--- src/rtl/uart_pkg.sv ---
// Shared types and constants for the UART receive path.
package uart_pkg;

    typedef enum logic [2:0] {
        IDLE,
        START,
        DATA,
        PARITY,
        STOP
    } rx_state_t;

    localparam int unsigned OVERSAMPLE = 16;
    localparam int unsigned SAMPLE_T0  = 7;
    localparam int unsigned SAMPLE_T1  = 8;
    localparam int unsigned SAMPLE_T2  = 9;
    localparam int unsigned DATA_BITS  = 8;

    // 2-of-3 vote used for every bit decision
    function automatic logic majority3(input logic a, input logic b, input logic c);
        return (a & b) | (a & c) | (b & c);
    endfunction

endpackage

--- src/rtl/sync_fifo.sv ---
// Small synchronous FIFO with wrap-bit pointers and a registered head word.
module sync_fifo #(
    parameter int unsigned WIDTH = 8,
    parameter int unsigned DEPTH = 4
) (
    input  logic             clock,
    input  logic             reset,
    input  logic             push,
    input  logic [WIDTH-1:0] wdata,
    input  logic             pop,
    output logic             full,
    output logic             empty,
    output logic [WIDTH-1:0] rdata
);

    localparam int unsigned AW = $clog2(DEPTH);

    logic [WIDTH-1:0] mem [DEPTH];
    logic [AW:0]      wr_q, rd_q, wr_d, rd_d;
    logic [WIDTH-1:0] head_q, head_d;
    logic             push_en, pop_en;

    assign full    = (wr_q[AW] != rd_q[AW]) && (wr_q[AW-1:0] == rd_q[AW-1:0]);
    assign empty   = (wr_q == rd_q);
    assign pop_en  = pop & ~empty;
    // A pop in the same cycle frees the slot a full FIFO needs
    assign push_en = push & (~full | pop_en);

    // Next pointers and next head; a push into an empty FIFO becomes the head directly
    always_comb begin
        rd_d   = rd_q + {{AW{1'b0}}, pop_en};
        wr_d   = wr_q + {{AW{1'b0}}, push_en};
        head_d = mem[rd_d[AW-1:0]];
        if (push_en && (rd_d == wr_q)) begin
            head_d = wdata;
        end
    end

    // Storage array, no reset needed
    always_ff @(posedge clock) begin
        if (push_en) begin
            mem[wr_q[AW-1:0]] <= wdata;
        end
    end

    // Pointers and registered head
    always_ff @(posedge clock or posedge reset) begin
        if (reset) begin
            wr_q   <= '0;
            rd_q   <= '0;
            head_q <= '0;
        end else begin
            wr_q   <= wr_d;
            rd_q   <= rd_d;
            head_q <= head_d;
        end
    end

    assign rdata = head_q;

endmodule

--- src/rtl/uart_rx_fifo.sv ---
// UART receiver (16x oversampling, majority vote) feeding a byte FIFO.
// Define UART_RX_PARITY_EN for 8E1 frames with a sticky parity-error output.
module uart_rx_fifo
    import uart_pkg::*;
#(
    parameter int unsigned BAUD_DIV   = 27,
    parameter int unsigned FIFO_DEPTH = 4
) (
    input  logic       clock,
    input  logic       reset,
    input  logic       io_rx,
    output logic       io_o_valid,
    output logic [7:0] io_o_data,
    input  logic       io_i_ready,
    output logic       io_o_frame_err,
    output logic       io_o_overrun,
`ifdef UART_RX_PARITY_EN
    output logic       io_o_parity_err,
`endif
    input  logic       io_i_err_clr
);

    localparam logic [15:0] PRESC_MAX = 16'(BAUD_DIV - 1);
    localparam logic [3:0]  T0        = 4'(SAMPLE_T0);
    localparam logic [3:0]  T1        = 4'(SAMPLE_T1);
    localparam logic [3:0]  T2        = 4'(SAMPLE_T2);
    localparam logic [3:0]  T_LAST    = 4'(OVERSAMPLE - 1);
    localparam logic [2:0]  BIT_LAST  = 3'(DATA_BITS - 1);

    logic        rx_meta, rx_sync, rx_prev;
    logic        fall, tick, maj;
    logic [15:0] presc_q;
    rx_state_t   state;
    logic [3:0]  tick_cnt;
    logic [2:0]  bit_cnt;
    logic        s0, s1;
    logic [7:0]  shreg;
    logic        push_q;
    logic        frame_err_q, overrun_q;
    logic        fifo_full, fifo_empty, pop;
`ifdef UART_RX_PARITY_EN
    logic        par_bad_q, parity_err_q;
`endif

    assign fall = rx_prev & ~rx_sync;
    assign tick = (presc_q == PRESC_MAX);
    assign maj  = majority3(s0, s1, rx_sync);
    assign pop  = io_o_valid & io_i_ready;

    // Two-flop synchroniser plus previous value for edge detection; idle line is high
    always_ff @(posedge clock or posedge reset) begin
        if (reset) begin
            rx_meta <= 1'b1;
            rx_sync <= 1'b1;
            rx_prev <= 1'b1;
        end else begin
            rx_meta <= io_rx;
            rx_sync <= rx_meta;
            rx_prev <= rx_sync;
        end
    end

    // Oversample prescaler; realigned to the start edge so ticks are centred on bits
    always_ff @(posedge clock or posedge reset) begin
        if (reset) begin
            presc_q <= '0;
        end else if ((state == IDLE) && fall) begin
            presc_q <= '0;
        end else if (tick) begin
            presc_q <= '0;
        end else begin
            presc_q <= presc_q + 16'd1;
        end
    end

    // Receive FSM with registered push strobe and sticky frame/parity flags
    always_ff @(posedge clock or posedge reset) begin
        if (reset) begin
            state       <= IDLE;
            tick_cnt    <= '0;
            bit_cnt     <= '0;
            s0          <= 1'b1;
            s1          <= 1'b1;
            shreg       <= '0;
            push_q      <= 1'b0;
            frame_err_q <= 1'b0;
`ifdef UART_RX_PARITY_EN
            par_bad_q    <= 1'b0;
            parity_err_q <= 1'b0;
`endif
        end else begin
            push_q <= 1'b0;
            // Later set assignments below override this clear
            if (io_i_err_clr) begin
                frame_err_q <= 1'b0;
`ifdef UART_RX_PARITY_EN
                parity_err_q <= 1'b0;
`endif
            end
            if (state == IDLE) begin
                if (fall) begin
                    state    <= START;
                    tick_cnt <= '0;
                end
            end else if (tick) begin
                tick_cnt <= tick_cnt + 4'd1;
                if (tick_cnt == T0) s0 <= rx_sync;
                if (tick_cnt == T1) s1 <= rx_sync;
                if (tick_cnt == T2) begin
                    case (state)
                        START: begin
                            bit_cnt <= '0;
                            if (maj) state <= IDLE;
                        end
                        DATA: shreg <= {maj, shreg[7:1]};
`ifdef UART_RX_PARITY_EN
                        PARITY: par_bad_q <= (maj != ^shreg);
`endif
                        STOP: begin
                            // Leave right after the decision so an early start edge is seen
                            state <= IDLE;
                            if (!maj) frame_err_q <= 1'b1;
`ifdef UART_RX_PARITY_EN
                            if (par_bad_q) parity_err_q <= 1'b1;
                            if (maj && !par_bad_q) push_q <= 1'b1;
`else
                            if (maj) push_q <= 1'b1;
`endif
                        end
                        default: ;
                    endcase
                end
                if (tick_cnt == T_LAST) begin
                    case (state)
                        START: state <= DATA;
                        DATA: begin
                            if (bit_cnt == BIT_LAST) begin
`ifdef UART_RX_PARITY_EN
                                state <= PARITY;
`else
                                state <= STOP;
`endif
                            end else begin
                                bit_cnt <= bit_cnt + 3'd1;
                            end
                        end
                        PARITY: state <= STOP;
                        default: ;
                    endcase
                end
            end
        end
    end

    // Sticky overrun: a byte arrives while full and nothing leaves
    always_ff @(posedge clock or posedge reset) begin
        if (reset) begin
            overrun_q <= 1'b0;
        end else begin
            if (io_i_err_clr) overrun_q <= 1'b0;
            if (push_q && fifo_full && !pop) overrun_q <= 1'b1;
        end
    end

    sync_fifo #(
        .WIDTH (8),
        .DEPTH (FIFO_DEPTH)
    ) u_fifo (
        .clock (clock),
        .reset (reset),
        .push  (push_q),
        .wdata (shreg),
        .pop   (pop),
        .full  (fifo_full),
        .empty (fifo_empty),
        .rdata (io_o_data)
    );

    assign io_o_valid     = ~fifo_empty;
    assign io_o_frame_err = frame_err_q;
    assign io_o_overrun   = overrun_q;
`ifdef UART_RX_PARITY_EN
    assign io_o_parity_err = parity_err_q;
`endif

endmodule

--- config.mk ---
export PLATFORM = sky130hd
export DESIGN_NAME = uart_rx_fifo
export DESIGN_NICKNAME = d
export VERILOG_FILES = /design/src/rtl/uart_pkg.sv /design/src/rtl/sync_fifo.sv /design/src/rtl/uart_rx_fifo.sv
export SDC_FILE = /design/constraint.sdc
export NUM_CORES = 1
export LEC_CHECK = 0
export CAP_MARGIN = 15
export CORE_UTILIZATION = 54
export DETAILED_ROUTE_END_ITERATION = 10
export PLACE_DENSITY = 0.78
export SLEW_MARGIN = 10
export SYNTH_ARGS = -nofsm -noshare
export SYNTH_HDL_FRONTEND = slang
export SYNTH_SLANG_ARGS = --single-unit
--- constraint.sdc ---
create_clock -name clock -period 3.12 [get_ports clock]
set_clock_uncertainty 0.15 [all_clocks]
set_input_delay 0.312 -clock clock [delete_from_list [all_inputs] [get_ports clock]]
set_output_delay 0.312 -clock clock [all_outputs]
set_load 0.02 [all_outputs]
==> results of run 1 <==
-- layer usage --
metal	global-route usage, %	share of wire (%)
met5	0	0
met4	7.27	1.1
met2	34.0	51
met3	4.00	2.5
met1	25.2	45
-- cell type report --
type	count	area, sq um	area share [%]
clock buffers	9	124	2.83
flip-flops and latches	88	2370	54.0
well taps	96	120	2.74
inverters	17	63.8	1.46
multi-input cells	170	1380	31.5
clock inverters	7	85.1	1.94
repair buffers	27	240	5.48
-- path summary, 6_finish.rpt --
path / startpoint / cells after the start / slack (ns) / endpoint
min in group clock: rx_meta$_DFF_PP1_ / 0 / 0.21 / rx_sync$_DFF_PP1_
setup reg to reg: u_fifo.wr_q[1]$_DFF_PP0_ / 11 / 0.23 / u_fifo.rdata[7]$_DFF_PP0_
hold / removal: reset / 2 / 0.20 / u_fifo.rdata[4]$_DFF_PP0_
max in group asynchronous: reset / 3 / 1.92 / s0$_DFFE_PP1P_
setup / recovery: u_fifo.wr_q[1]$_DFF_PP0_ / 11 / 0.23 / u_fifo.rdata[7]$_DFF_PP0_
hold reg to reg: rx_meta$_DFF_PP1_ / 0 / 0.21 / rx_sync$_DFF_PP1_
-- metrics by stage --
stage          setup WS, ns  power (mW)  instances  area, sq um  util [%]
6_report              0.232        2.34        414         4380      64.2
5_1_grt              0.0347        2.44        414         4380      64.2
4_1_cts               0.208        2.36        414         4380      64.2
3_5_place_dp          0.232        1.55        398         4170      61.1
3_3_place_gp          0.350        1.54        398         4170      61.1
2_1_floorplan        0.0455        1.48        282         3840         -
-- critical path, delay by kind of cell (launching register included) --
| family | cells | cell delay [ns] |
|---|---|---|
| buffers and inverters | 1 | 0.21 |
| xor gates and xnor gates | 2 | 0.40 |
| muxes | 1 | 0.35 |
| adders and majority gates | 2 | 0.49 |
| and+or+nand+nor | 5 | 0.72 |
| DFF | 1 | 0.46 |
-- power by group --
group	internal (mW)	switching, mW	total [mW]
Clock	0.387	0.431	0.818
Sequential	1.24	0.0617	1.30
Combinational	0.0951	0.122	0.217
Total	1.72	0.615	2.34
-- cells in the final DEF, fill, tap and decap left out, drive strengths merged, types with 3 or more instances in the layout --
cell           instances
dfrtp                 51
edfxtp                32
inv                   21
nor2                  19
mux2                  18
clkdlybuf4s50         15
buf                   12
xnor2                 11
ha                    11
nand2                 10
clkbuf                 9
nand4                  8
nand3                  8
o21ai                  8
xor2                   8
mux4                   8
nor3                   7
nor4                   5
dfstp                  5
nand2b                 4
or3                    4
or2                    4
nand3b                 3
o22ai                  3
a211oi                 3
and3                   3
nor4b                  3
o41ai                  3
-- logic make-up after synthesis --
group | after synthesis
AND/OR/NAND/NOR | 87
multiplexers | 27
adder cells (fa/ha/maj) | 12
buffers and inverters | 24
flip-flops | 88
AO/OA/AOI/OAI | 25
XOR/XNOR | 19
-- flip-flops by register name (all words and copies together), names as in the netlist --
signal	count
io_o_frame_err	1
presc_q	16
s1	1
s0	1
u_fifo.rdata	8
rx_prev	1
rx_meta	1
u_fifo.mem	32
state	3
rx_sync	1
push_q	1
u_fifo.rd_q	3
io_o_overrun	1
shreg	8
u_fifo.wr_q	3
bit_cnt	3
tick_cnt	4
==> flow_summary.toml, run 1 <==
[status]
outcome = "completed"

[drt]
wl_per_cell_um = 15.7
route.vias.total = 2264
remaining_drc_errors = 0
dr.pass1.iters = 4
drt_wl_total_mm = 6.50
drtAntennaViolNets = 0
vias_per_cell = 5.47
first_iter_violations = 106

[synthesis]
synth.most_common_cell = "dfrtp_1"
syn_inst = 282
synthSimpleGateAreaFrac_pct = 13.1
synthAdderAreaFrac_pct = 3.84
synth.area.mux_share_pct = 10.2
synth_top_family_by_area = "simple AND/OR/NAND/NOR gates"
synth_largest_area_cell = "dfrtp_1"
syn_avg_cell_area_sq_um = 13.6
async_flop_share_pct = 63.6
ys_top_cells_by_count = "51 x dfrtp_1, 32 x edfxtp_1, 19 x nor2_1, 18 x mux2_2, 17 x inv_1"
seq_area_frac_synth_pct = 61.6
synth.area.top_cells = "dfrtp_1 33%, edfxtp_1 25%, mux2_2 5.3%"
yosysUniqueCellTypes = 43
synth_top_area_share_pct = 33.2
ys_ff_latch = 88
synth_compound_area_share_pct = 4.49
syn-num-nets = 298
syn_area_sq_um = 3840
synth_xor_area_share_pct = 4.33
yosys_warnings = 0
synthFlopType = "dfrtp_1"
synth-edff-count = 32

[power_and_ir_drop]
p_per_area_nw_per_um2 = 533
p_leak_nw = 1.89
ir_worst_vdd_uv = 328

[grt]
antenna_found_initial = 0
grt_pass1_wl_mm = 11.1
grt_pass1_vias = 2332
grt_max_degree = 29
grt.overflow.total = 0
track_usage_pct = 19.9

[cts]
hold_buffers = 0
root_buffer = "clkbuf_8"
cts_sinks = 88
clkTransAtPathRegs_ns = 0.10
htreeDepth = 3
cts_max_path_buffers = 2
numCtsBuffers = 9
cts_resized = 0
postCtsSetupBuffers = 0
clk_latency_ns = 0.35
cts_tree = "built"

[floorplanning]
die_x_um = 86.4
core-area_sq_um = 6830
fp.dieH_um = 86.4
num_io_pins = 16
initial_utilization_pct = 56.3
rows = 30
die-area_sq_um = 7460

[sta]
fin_crit_sh_pct = 92.6
setup-violations-final = 0
worst_pin_slew_ns = 0.693
hold_viol = 0
hold_ws_ns = 0.197
drv_slew = 0
min_period_ns = 2.89
max_slew_margin_pct = 53.4
timing.setup.tns_ns = 0
rsz0062_at_grt = "no"
fmax_ghz = 0.346

[min_path]
hold_class = "in -> async"

[setup_path]
max_stage_delay_ns = 0.46
crit_type = "reg -> reg"
cpMaxStageDelayCell = "dfrtp_1"
end_kind = "register"
arrival_ns = 2.97
worstPathMaxFanout = 8
required_ns = 3.21
start_kind = "register"
crit_chain = "xor2_1 > nor2_1 > nand2_1 > and2_1 > ha_1 > ha_1 > xnor2_1 > nand2_1 > nor4b_4 > buf_4 > mux2_2"

[flow_run]
maxCapViolCount = 0

[layout]
diodes = 0
nFillCells = 532
drive_gt1_share_pct = 22.0
area_growth_syn_to_layout_pct = 14.0
finalNetCount = 329

[placed_design]
place_hpwl_mm = 4.39
routabilityCongestion = 0.787
portBuffers = 15
No activity file was read; power rests on OpenSTA's default activity.
==> inputs of run 2 (changes only) <==
REMOVE_ABC_BUFFERS = 1   (was unset)
==> run 2 against run 1 <==
Net effect:
- routed wire length up 2.3%
- utilization is 0.092 points lower
- clock power decreased by 7.6%
- cell count grew 0.24%
- total power is 2.5% lower
- count of clock-buffer cells in the layout unchanged
- via count rose by 0.84%
==> flow_summary.toml, run 2 (same netlist as run 1, synthesis figures left out) <==
[sta]
rsz0062_at_grt = "no"
setup_slack_ns = 0.221
hold_viol = 0
fin_crit_sh_pct = 92.9
worst_pin_slew_ns = 0.711
setup-violations-final = 0
fmax_ghz = 0.345
max_slew_margin_pct = 52.2
timing.setup.tns_ns = 0
min_period_ns = 2.90
drv_slew = 0

[floorplanning]
rows = 30
num_io_pins = 16
core-area_sq_um = 6830
fp.dieH_um = 86.4
die-area_sq_um = 7460
die_x_um = 86.4
initial_utilization_pct = 56.3

[power_and_ir_drop]
pwr-share-seq_pct = 57.1
p_per_area_nw_per_um2 = 521
total_power_mw = 2.28
p_sw_share_pct = 27.6
ir_worst_vdd_uv = 431
p_clk_share_pct = 33.2
p_sw_uw = 630
p_comb_share_pct = 9.7
p_leak_nw = 1.89
p_int_mw = 1.65

[setup_path]
end_kind = "register"
r2r_slack_ns = 0.22
r2r_start = "u_fifo.wr_q[1]$_DFF_PP0_"
start_kind = "register"
max_stage_delay_ns = 0.47
arrival_ns = 2.99
r2r_end = "u_fifo.rdata[5]$_DFF_PP0_"
r2r_cells = 11
crit_chain = "xor2_1 > nor2_1 > nand2_1 > and2_1 > ha_1 > ha_1 > xnor2_1 > nand2_1 > nor4b_4 > buf_4 > mux2_2"
crit_type = "reg -> reg"
required_ns = 3.21
cpMaxStageDelayCell = "dfrtp_1"
worstPathMaxFanout = 8

[layout]
finalNetCount = 330
nFillCells = 529
final_cell_area_sq_um = 4380
largest_reg_flops = 32
diodes = 0
final_util_pct = 64.1
layout_common_cells = "51 x dfrtp_1, 32 x edfxtp_1, 19 x nor2_1, 18 x mux2_2, 16 x inv_1"
area_growth_syn_to_layout_pct = 13.9
drive_gt1_share_pct = 22.3
final_common_cell = "dfrtp_1"

[drt]
drtAntennaViolNets = 0
route.vias.total = 2283
dr.pass1.iters = 4
drt_wl_total_mm = 6.65
first_iter_violations = 129
wl_per_cell_um = 16.0
remaining_drc_errors = 0
vias_per_cell = 5.50

[grt]
grt_pass1_vias = 2358
grt_pass1_wl_mm = 11.3
track_usage_pct = 20.4
antenna_found_initial = 0
grt.overflow.total = 0
grt_max_degree = 28

[cts]
root_buffer = "clkbuf_8"
numCtsBuffers = 9
cts_sinks = 88
clk_latency_ns = 0.36
postCtsSetupBuffers = 0
clkTransAtPathRegs_ns = 0.09
cts_tree = "built"
hold_buffers = 0
cts_max_path_buffers = 2
htreeDepth = 3
cts_resized = 0

[placed_design]
routabilityCongestion = 0.800
place_hpwl_mm = 4.62
pre_cts_slack_ns = 0.239
portBuffers = 15
placed_area_sq_um = 4180

[status]
outcome = "completed"

[min_path]
hold_class = "in -> async"

[flow_run]
maxCapViolCount = 0
## run 2: per-stage QoR
stage,hold slack [ns],cells
detailed placement,0.198,399
floorplan,0.166,275
global placement,0.197,399
global route,0.203,415
finish,0.187,415
CTS,0.194,415
## run 2: layout make-up
cell class,instances,area (sq um),share of cell area [%]
inverters,17,63.8,1.46
clock inverters,7,71.3,1.63
well taps,96,120,2.74
repair buffers,28,248,5.66
clock buffers,9,124,2.83
flip-flops and latches,88,2370,54.1
multi-input cells,170,1380,31.6
## run 2: how the worst max path moves through the flow
| stage | startpoint | to | slack (ns) | cells after the start |
|---|---|---|---|---|
| after CTS | u_fifo.wr_q[1]$_DFF_PP0_ | u_fifo.rdata[2]$_DFF_PP0_ | 0.21 | 11 |
| after floorplan | u_fifo.wr_q[1]$_DFF_PP0_ | u_fifo.rdata[0]$_DFF_PP0_ | 0.06 | 10 |
| after global routing | u_fifo.wr_q[1]$_DFF_PP0_ | u_fifo.rdata[5]$_DFF_PP0_ | 0.13 | 11 |
| after detailed placement | u_fifo.wr_q[1]$_DFF_PP0_ | u_fifo.rdata[2]$_DFF_PP0_ | 0.24 | 11 |
| after global placement | u_fifo.wr_q[1]$_DFF_PP0_ | u_fifo.rdata[0]$_DFF_PP0_ | 0.35 | 11 |
| final | u_fifo.wr_q[1]$_DFF_PP0_ | u_fifo.rdata[5]$_DFF_PP0_ | 0.22 | 11 |
## run 2: critical path: cells and delay by family, from the launching register on
family,cells,cell delay (ns)
xor gates and xnor gates,2,0.39
adders and majority gates,2,0.49
buffers and inverters,1,0.21
DFF,1,0.47
muxes,1,0.34
and+or+nand+nor,5,0.71
## run 2: power groups by stage
stage | sequential, mW | clock, mW | combinational, mW
floorplan | 1.31 | 0 | 0.159
global placement | 1.32 | 0 | 0.213
detailed placement | 1.33 | 0 | 0.222
CTS | 1.30 | 0.781 | 0.224
global route | 1.31 | 0.831 | 0.257
finish | 1.30 | 0.756 | 0.221
## run 2: metal layers
layer / vias up / global-route usage [%] / share of wire (%)
li1: 1094 / - / -
met1: 1146 / 26.2 / 45
met2: 37 / 34.3 / 51
met3: 6 / 4.57 / 2.7
met4: 0 / 7.27 / 0.95
met5: - / 0 / 0
==> inputs of run 3 (changes only) <==
TNS_END_PERCENT = 10   (was unset)
==> results of run 3 <==
The final DEF is identical to that of run 2; final timing and power are the same.
==> RTL edit, RTL diff (config.mk and constraints of run 3) <==
Set the parameter `FIFO_DEPTH` to 8 (it was 4).
--- a/src/rtl/uart_rx_fifo.sv
+++ b/src/rtl/uart_rx_fifo.sv
@@ -4,7 +4,7 @@
     import uart_pkg::*;
 #(
     parameter int unsigned BAUD_DIV   = 27,
-    parameter int unsigned FIFO_DEPTH = 4
+    parameter int unsigned FIFO_DEPTH = 8
 ) (
     input  logic       clock,
     input  logic       reset,
Check against the original RTL: no difference found for any inputs over 10 cycles, from zero or initial values and one cycle with reset high; that may be too few to reach the edited logic, so the function may still have changed.
==> RTL edit against run 3 <==
  * Die area increased by 35%
  * Core utilization rose by 4.1 points
  * Cell area is 45% higher
  * First-iteration DRC count grew 14%
  * Worst setup slack lost 0.13 ns
  * Total power grew 110%
  * Sequential cell count is 34 higher
  * Wire length increased by 58%
  * Synthesized area grew 36%
  * Critical endpoint is now u_fifo.rdata[7]
  * Highest routed layer unchanged
==> RTL edit: results (changes against run 3) <==
share of cells above drive strength 1=0.2914 (was 0.2226); DP Cell Count=501 (was 399); HPWL after DPL=6.200 mm (was 4.616 mm); synthesized area per cell=15.23 um^2 (was 13.63 um^2); Num CTS Buffers=17 (was 9); post-synthesis mux area share=0.1325 (was 0.1022); post-synthesis async set-or-reset flop share=0.4754 (was 0.6364); Post-Route WL=10.50 mm (was 6.653 mm); met3 wire length=413 um (was 177 um); sequential share of the synthesized area=0.6449 (was 0.6162); drt via density=5.708 (was 5.501); met3 GRT Util=0.06657 (was 0.04571); post_cts resized=2 (was 0); GP Congestion=0.7803 (was 0.7995); vias post-DR=3,048 (was 2,283); initial DRC count=147 (was 129); dpl ws=0.01751 ns (was 0.2386 ns); status=finished clean (unchanged); GR Util met2=0.3909 (was 0.3427); Distinct cells, synth=48 (was 43); max reg flops=64 (was 32); via count of the first global-routing pass=3,211 (was 2,358); synth cell count leaders=edfxtp_1, dfrtp_1, mux2_2 (was dfrtp_1, edfxtp_1, nor2_1); EDFF count, synth=64 (was 32); first-pass GRT wire length=16.36 mm (was 11.33 mm); GR Util met1=0.2708 (was 0.2617); slowest stage cell, crit path=mux4_2 (was dfrtp_1); met1 wire length=4.243 mm (was 2.990 mm)
RTL edit: cell types whose count changed in the layout (fill, tap and decap cells not counted), sizes merged, moves of 4 or more:
cell,run 3,this run
edfxtp,32,64
nand3,8,13
or2,4,0
buf,13,24
mux2,18,27
clkbuf,9,17
mux4,8,16
nor3,7,11
nor2,19,23
nand2,10,15
RTL edit: final timing paths:
| check | endpoint | cells past startpoint | start | slack, ns |
|---|---|---|---|---|
| min reg2reg | rx_sync | 0 | rx_meta | 0.21 |
| max reg2reg | u_fifo.rdata[7] | 9 | u_fifo.rd_q[1] | 0.09 |
| max | u_fifo.rdata[7] | 9 | u_fifo.rd_q[1] | 0.09 |
| min | rx_meta | 1 | io_rx | 0.05 |
| min in group asynchronous | u_fifo.rdata[6] | 3 | reset | 0.54 |
| max in group asynchronous | rx_prev | 4 | reset | 1.57 |
RTL edit: layout make-up:
cell class	instances	area (um^2)
Sequential cell	122	3379
Clock inverter	15	187.7
Tap cell	129	161.4
Timing Repair Buffer	40	369.1
Fill cell	639	2973
Inverter	13	48.80
Clock buffer	17	414.1
Multi-Input combinational cell	198	1794
RTL edit: worst max-delay path: cells and delay by family (launching register included):
family,cells,cell delay [ns]
muxes,3,1.09
and+or+nand+nor,3,0.45
adders and majority gates,1,0.44
DFF,1,0.43
xor gates and xnor gates,1,0.19
buffers and inverters,1,0.17
RTL edit: logic make-up (layout without fill, tap and decap cells):
logic type,after synthesis,in the layout
xor+xnor,22,22
simple gates,93,93
flops,122,122
compound gates,25,25
mux,46,46
fa+ha+maj,12,12
buf+inv,24,85
RTL edit: where the power goes:
group | leakage, nW | switching (mW) | total, mW | internal (mW)
registers | 1.16 | 0.0929 | 1.86 | 1.76
logic | 0.766 | 0.479 | 0.951 | 0.472
clock network | 0.287 | 0.746 | 1.98 | 1.23
